[src/rtl/timer_string_serializer.sv]
// Serialises a packed BCD timer value into an ASCII character stream
// (optional ':' separator, optional leading-zero blanking) over valid/ready.
module timer_string_serializer #(
    parameter int NUM_DIGITS = 4,
    parameter int SEP_POS    = 2,
    parameter int BLANK_LEAD = 1
) (
    input  logic                    clk,
    input  logic                    rst_n,
    input  logic [4*NUM_DIGITS-1:0] bcd_in,
    input  logic                    start,
    input  logic                    char_ready,
    output logic [7:0]              char_out,
    output logic                    char_valid,
    output logic                    busy,
    output logic                    done,
    output logic                    bcd_err,
    output logic [1:0]              state_dbg
);

    // Handshake: a character moves on a rising edge where char_valid and
    // char_ready are both high; while char_valid is high and char_ready is
    // low, char_out and char_valid hold until that transfer happens.

    localparam int         W        = 4 * NUM_DIGITS;
    localparam bit         HAS_SEP  = (SEP_POS > 0);
    localparam int         TOTAL    = NUM_DIGITS + (HAS_SEP ? 1 : 0);
    localparam logic [3:0] LAST_IDX = 4'(TOTAL - 1);
    localparam logic [3:0] SEP_IDX  = 4'(SEP_POS);
    localparam logic [3:0] LAST_DIG = 4'(NUM_DIGITS - 1);
    localparam logic [3:0] PRE_SEP  = 4'(HAS_SEP ? SEP_POS - 1 : NUM_DIGITS - 1);

    typedef enum logic [1:0] {
        IDLE = 2'd0,
        EMIT = 2'd1,
        DONE = 2'd2
    } state_t;

    state_t         state;
    logic [W-1:0]   shreg;     // digits not yet emitted, next digit at the top
    logic [3:0]     idx;       // index of the character currently presented
    logic           seen_nz;   // blanking has ended for this string

    logic [3:0]     ld_dig;
    logic [7:0]     ld_char;
    logic [3:0]     nx_idx;
    logic           nx_sep;
    logic [3:0]     nx_dig;
    logic [3:0]     nx_didx;
    logic [7:0]     nx_char;

    // didx is the digit position from the left, ignoring the separator.
    function automatic logic [7:0] digit_char(input logic [3:0] dig,
                                              input logic [3:0] didx,
                                              input logic       seen);
        logic keep;
        keep = (didx == LAST_DIG) || (HAS_SEP && (didx == PRE_SEP));
        if (dig > 4'd9)
            digit_char = 8'h3F;
        else if ((BLANK_LEAD != 0) && !seen && (dig == 4'd0) && !keep)
            digit_char = 8'h20;
        else
            digit_char = {4'h3, dig};
    endfunction

    always_comb begin
        ld_dig  = bcd_in[W-1 -: 4];
        ld_char = digit_char(ld_dig, 4'd0, 1'b0);
        nx_idx  = idx + 4'd1;
        nx_sep  = HAS_SEP && (nx_idx == SEP_IDX);
        nx_dig  = shreg[W-1 -: 4];
        nx_didx = (HAS_SEP && (nx_idx > SEP_IDX)) ? nx_idx - 4'd1 : nx_idx;
        nx_char = nx_sep ? 8'h3A : digit_char(nx_dig, nx_didx, seen_nz);
    end

    always_ff @(posedge clk or negedge rst_n) begin
        if (!rst_n) begin
            state      <= IDLE;
            shreg      <= '0;
            idx        <= 4'd0;
            seen_nz    <= 1'b0;
            char_out   <= 8'h00;
            char_valid <= 1'b0;
            done       <= 1'b0;
            bcd_err    <= 1'b0;
        end else begin
            case (state)
                IDLE: begin
                    done <= 1'b0;
                    if (start) begin
                        // The first digit is consumed straight from bcd_in.
                        shreg      <= bcd_in << 4;
                        idx        <= 4'd0;
                        bcd_err    <= (ld_dig > 4'd9);
                        seen_nz    <= (ld_char != 8'h20);
                        char_out   <= ld_char;
                        char_valid <= 1'b1;
                        state      <= EMIT;
                    end
                end
                EMIT: begin
                    if (char_valid && char_ready) begin
                        if (idx == LAST_IDX) begin
                            char_out   <= 8'h00;
                            char_valid <= 1'b0;
                            done       <= 1'b1;
                            state      <= DONE;
                        end else begin
                            idx      <= nx_idx;
                            char_out <= nx_char;
                            if (!nx_sep) begin
                                shreg <= shreg << 4;
                                if (nx_dig > 4'd9)
                                    bcd_err <= 1'b1;
                            end
                            if (nx_char != 8'h20)
                                seen_nz <= 1'b1;
                        end
                    end
                end
                DONE: begin
                    done  <= 1'b0;
                    state <= IDLE;
                end
                default: begin
                    char_out   <= 8'h00;
                    char_valid <= 1'b0;
                    done       <= 1'b0;
                    state      <= IDLE;
                end
            endcase
        end
    end

    assign busy      = (state != IDLE);
    assign state_dbg = state;

endmodule

[config.mk]
export PLATFORM = sky130hd
export DESIGN_NAME = timer_string_serializer
export DESIGN_NICKNAME = d
export VERILOG_FILES = /design/src/rtl/timer_string_serializer.sv
export SDC_FILE = /design/constraint.sdc
export NUM_CORES = 1
export LEC_CHECK = 0
export CORE_MARGIN = 8
export CORE_UTILIZATION = 40
export CTS_BUF_LIST = sky130_fd_sc_hd__clkbuf_4
export DETAILED_ROUTE_END_ITERATION = 16
export PLACE_DENSITY_LB_ADDON = 0.1
export SETUP_SLACK_MARGIN = 0.02
export SLEW_MARGIN = 30
export SYNTH_ARGS = -nofsm -noshare
export SYNTH_HDL_FRONTEND = slang
export SYNTH_SLANG_ARGS = --single-unit
[constraint.sdc]
create_clock -name clk -period 3.15 [get_ports clk]
set_input_delay 0.945 -clock clk [delete_from_list [all_inputs] [get_ports clk]]
set_output_delay 0.945 -clock clk [all_outputs]
set_load 0.01 [all_outputs]
==> metrics.csv, run 1 <==
metric;value;unit
Die ar.;6300;µm²
first-pass GRT wire length;6700;µm
#FFs+latches synth;28;
n_diodes;0;
CTS tree;built;
leading cell type in the layout, fill and taps excluded;clkdlybuf4s50_1;
fin worst setup slack;0.492;ns
Placed Area;1950;µm²
P_leak;0.897;nW
Critical Path Start Type;flip-flop;
WHS Path Cells;2;
most frequent cells in the layout;clkdlybuf4s50_1, dfrtp_1, o21ai_0;
total track usage;13.4;%
Yosys warning count;0;
leading area contributor after synthesis;dfrtp_1;
# H-tree levels;1;
cts bufs inserted;3;
dpl hpwl;3010;µm
# IOs;34;
register area share after synthesis;43.6;%
setup TNS;0;ns
core area;3940;µm²
P_int;0.527;mW
Area Growth Syn to Fin;25.0;%
ANT nets after route;0;
Final nets;227;
Net Switching;0.142;mW
worst skew pair latency;0.34;ns
die height;79.4;µm
Clock Path Buffers;2;
Tcrit/Tclk final;84.4;%
wire per inst;15.7;µm
status;finished clean;
min-delay src;char_out[5];
Power Density;333;nW/µm²
drt drc;0;
vias in the first global route;1367;
Max Cap Viol;0;
worst reg-to-reg setup slack;1.09;ns
antenna violations before repair;0;
HP Class;flip-flop to flip-flop;
combinational fraction of design power;8.1;%
Period minus WS final;2.66;ns
crit end category;primary output;
Clk pwr share;36.2;%
arrival time at the worst endpoint;1.71;ns
crit path max fanout;5;
Netlist cell types;44;
sw frac;21.2;%
Reg-to-Reg Start;idx[0];
CTS Hold Bufs;0;
clock skew;0.00836;ns
layout cells sized above 1;6.90;%
gp weighted congestion;0.872;
Final Max Tran Viols;0;
grt ovf;0;
Initial DRC Count;124;
placed insts;249;
cell count after synthesis;172;
Avg Synthesized Cell Area;9.33;µm²
synthesized area;1610;µm²
Seq pwr share;55.6;%
number of port buffers;31;
via/cell ratio;5.49;
Data required, critical path;2.20;ns
clock transition at the registers of the reported paths;0.15;ns
Die Span X;79.4;µm
vias;1390;
WS Path Type;flip-flop to primary output;
Hold Fails Final Rpt;0;
VDD IR max;0.174;mV
row count;23;
max frequency;376;MHz
setup violators final;0;
Pwr Total;0.669;mW
R2R cell count;7;
reg-to-reg endpoint;shreg[6];
Finished Cell Area;2010;µm²
postcts setup bufs;0;
largest net degree at the start of global routing;29;
CTS resizes;0;
fin cells;253;
RSZ-0062 raised after global routing;false;
# clock sinks;28;
hold endpoint;char_out[5];
Synth area leaders;dfrtp_1, mux2i_1, o21ai_0;
drt first pass iters;4;
top-area cell type share of the netlist area;43.6;%
CTS root buffer;clkbuf_4;
DP Worst Slack;0.486;ns
Initial Utilization;40.7;%
Post-Route WL;3970;µm
-- cells by family after synthesis --
logic type / count (synthesis) / synth area share (%)
AO/OA/AOI/OAI: 60 / 24.9
AND/OR/NAND/NOR: 54 / 17.0
flip-flops: 28 / 43.6
buffers and inverters: 14 / 4.52
multiplexers: 11 / 6.86
adder cells (fa/ha/maj): 3 / 2.34
other: 1 / 0.234
XOR/XNOR: 1 / 0.546
-- registers in the layout, indices dropped and copies added (netlist names) --
register and cells:
shreg 12, char_out 6, idx 4, state_dbg 2, bcd_err 1, char_valid 1, done 1, seen_nz 1
-- worst max path at each step --
stage | startpoint | to | depth (start not counted)
2_1_floorplan | char_ready | shreg[7] | 6
3_3_place_gp | char_ready | shreg[4] | 6
3_5_place_dp | start | char_out[1] | 6
4_1_cts | state_dbg[0] | busy | 3
5_1_grt | state_dbg[0] | busy | 3
6_report | state_dbg[0] | busy | 3
-- Yosys cell counts, drive strengths merged --
master,instances
nor3,5
o22a,1
or2,2
o21ai,28
nor4,1
o31ai,1
or4,1
xor2,1
nor4b,1
nand2b,1
and3,3
o22ai,2
o2bb2ai,2
dfrtp,28
inv,6
clkbuf,2
ha,3
o21bai,1
nand3b,2
mux2i,11
o221ai,2
a31oi,4
nor2b,4
nand2,13
a22o,5
nand3,2
nor2,15
conb,1
o21a,2
a2111oi,1
buf,6
a221oi,2
a21oi,8
a21bo,1
and2,4
-- final cells by class --
type	count	area (µm²)
sequential	28	701
tap	50	62.6
timing repair buffer	34	333
fill	348	1940
clock inverter	1	30.0
inverter	6	22.5
multi-input combinational	131	836
clock buffer	3	22.5
-- stage by stage --
stage	hold slack [ns]	util, %
after floorplan	0.466	-
after global placement	0.470	49.6
after detailed placement	0.468	49.6
after CTS	0.504	50.9
after global routing	0.544	50.9
final	0.493	50.9
-- metal layers --
layer,vias to the layer above,share of wire (%),track usage [%]
li1,682,-,-
met1,655,47,18.6
met2,48,44,19.6
met3,5,7.5,3.27
met4,0,1.3,4.44
met5,-,0,0
-- critical path, stage by stage, from the launching register on --
cell and delay [ns]:
dfrtp_1 0.41, nor2_1 0.33, inv_1 0.14, clkdlybuf4s50_1 0.50
-- power groups by stage --
stage	Clock, mW	Sequential [mW]	Combinational, mW
finish	0.243	0.372	0.0544
global route	0.262	0.373	0.0612
CTS	0.248	0.372	0.0552
detailed placement	0	0.379	0.0551
global placement	0	0.379	0.0548
floorplan	0	0.378	0.0170
No activity file was read; power rests on OpenSTA's default activity.
==> run 2, diff against run 1 <==
Clock period 3.15 ns to 2.5 ns, I/O delays scaled along.
==> run 2 against run 1 <==
  * Core utilization increased by 0.29 points
  * Critical path depth decreased by 1
  * Critical path type unchanged
  * Combinational power increased by 29%
  * Worst setup slack got worse by 0.34 ns
  * Sequential power increased by 26%
  * Critical endpoint is now state_dbg[0]
  * Non-clock buffer count increased by 5
  * Wire length increased by 2.0%
  * Sequential share of layout area decreased by 0.19 points
  * Register-to-register slack got worse by 0.66 ns
  * First-iteration DRC count decreased by 30%
==> metrics.csv, run 2 (same netlist as run 1, synthesis figures left out) <==
metric;value;unit
Die Span X;79.4;µm
HP Class;flip-flop to flip-flop;
max reg flops;12;
Max stage delay on crit path;0.60;ns
top routing layer used;met4;
critical path's slowest cell;clkdlybuf4s50_1;
vias;1428;
Reg-to-Reg Start;idx[0];
VDD IR max;0.184;mV
# clock sinks;28;
WS Path Type;flip-flop to primary output;
dpl hpwl;3040;µm
n_diodes;0;
Clk pwr share;26.7;%
Hold Fails Final Rpt;0;
worst skew pair latency;0.33;ns
setup TNS;0;ns
Initial Utilization;40.7;%
sw frac;23.6;%
Hold WS;0.497;ns
gp weighted congestion;0.814;
clock transition at the registers of the reported paths;0.15;ns
Power Density;364;nW/µm²
drt drc;0;
sequential cell area;701;µm²
CP bufs+invs;2;
cts bufs inserted;3;
status;finished clean;
layout cells sized above 1;8.65;%
Finished Cell Area;2020;µm²
RSZ-0062 raised after global routing;false;
min-delay src;char_out[5];
row count;23;
ANT nets after route;0;
max frequency;425;MHz
crit end category;primary output;
arrival time at the worst endpoint;1.60;ns
Initial DRC Count;87;
postcts setup bufs;0;
biggest regs;shreg: 12 flops, char_out: 6 flops, idx: 4 flops;
crit path max fanout;23;
register with the most flip-flops;shreg;
number of port buffers;31;
setup violators final;0;
first-pass GRT wire length;6740;µm
vias in the first global route;1412;
P_leak;0.908;nW
combinational fraction of design power;9.5;%
Critical Path Start Type;flip-flop;
Seq pwr share;63.8;%
area of the multi-input gates;836;µm²
Final nets;232;
Max Cap Viol;0;
met2 WL;1840;µm
leading cell type in the layout, fill and taps excluded;clkdlybuf4s50_1;
Period minus WS final;2.35;ns
drt first pass iters;4;
Die ar.;6300;µm²
DP Worst Slack;0.106;ns
largest net degree at the start of global routing;29;
CTS Hold Bufs;0;
total track usage;13.0;%
wire per inst;15.7;µm
CP Launch Point;state_dbg[0];
CTS tree;built;
antenna violations before repair;0;
# H-tree levels;1;
Net Switching;0.174;mW
# IOs;34;
Crit path max-delay family;buffers and inverters;
Clock Path Buffers;2;
Data required, critical path;1.75;ns
FILL cells;371;
met3 WL;300;µm
Tcrit/Tclk final;94.0;%
Final Max Tran Viols;0;
Pwr Total;0.735;mW
Post-Route WL;4050;µm
Area Growth Syn to Fin;25.7;%
P_int;0.562;mW
CTS root buffer;clkbuf_4;
most frequent cells in the layout;clkdlybuf4s50_1, dfrtp_1, o21ai_0;
via/cell ratio;5.53;
Metal-1 WL;1890;µm
CTS resizes;0;
die height;79.4;µm
fin worst setup slack;0.149;ns
core area;3940;µm²
grt ovf;0;
Placed Area;1990;µm²
critical-path cell list;buf_4, clkdlybuf4s50_1;
clock skew;0.0117;ns
==> run 2: per-stage QoR <==
step	utilization, %	cells
6_report	51.2	258
3_3_place_gp	50.5	254
4_1_cts	51.2	258
2_1_floorplan	-	173
5_1_grt	51.2	258
3_5_place_dp	50.5	254
==> run 2: path summary, 6_finish.rpt <==
path | endpoint | slack [ns] | depth (start not counted)
worst max register to register | shreg[7] | 0.43 | 7
min in group asynchronous | char_out[1] | 0.78 | 2
worst min-delay path | char_out[5] | 0.50 | 2
max in group asynchronous | idx[1] | 1.45 | 2
worst min register to register | char_out[5] | 0.50 | 2
worst max-delay path | state_dbg[0] | 0.15 | 2
==> run 2: cell type report <==
class	instances	area share, %
Multi-Input combinational cell	131	41.4
Sequential cell	28	34.7
Timing Repair Buffer	39	18.4
Tap cell	50	3.10
Clock buffer	3	1.12
Inverter	6	1.12
Clock inverter	1	0.186
==> run 2: layer usage <==
layer  GRT usage [%]  vias to the layer above
met5               0                        -
met4            2.78                        0
met3            3.95                        2
met2            20.0                       51
met1            17.5                      680
li1                -                      695
==> run 2: power groups by stage <==
stage	clock network (mW)	logic, mW	registers (mW)
2_1_floorplan	0	0.0215	0.476
3_3_place_gp	0	0.0702	0.478
3_5_place_dp	0	0.0711	0.477
4_1_cts	0.203	0.0714	0.469
5_1_grt	0.223	0.0775	0.471
6_report	0.196	0.0700	0.469
==> run 2: worst reg2reg max path, cell delays in order (launching register included) <==
cell	delay [ns]
dfrtp_1	0.57
inv_1	0.12
ha_1	0.21
nand3b_1	0.23
and3_4	0.26
a21oi_4	0.09
or2_4	0.31
a22o_1	0.20
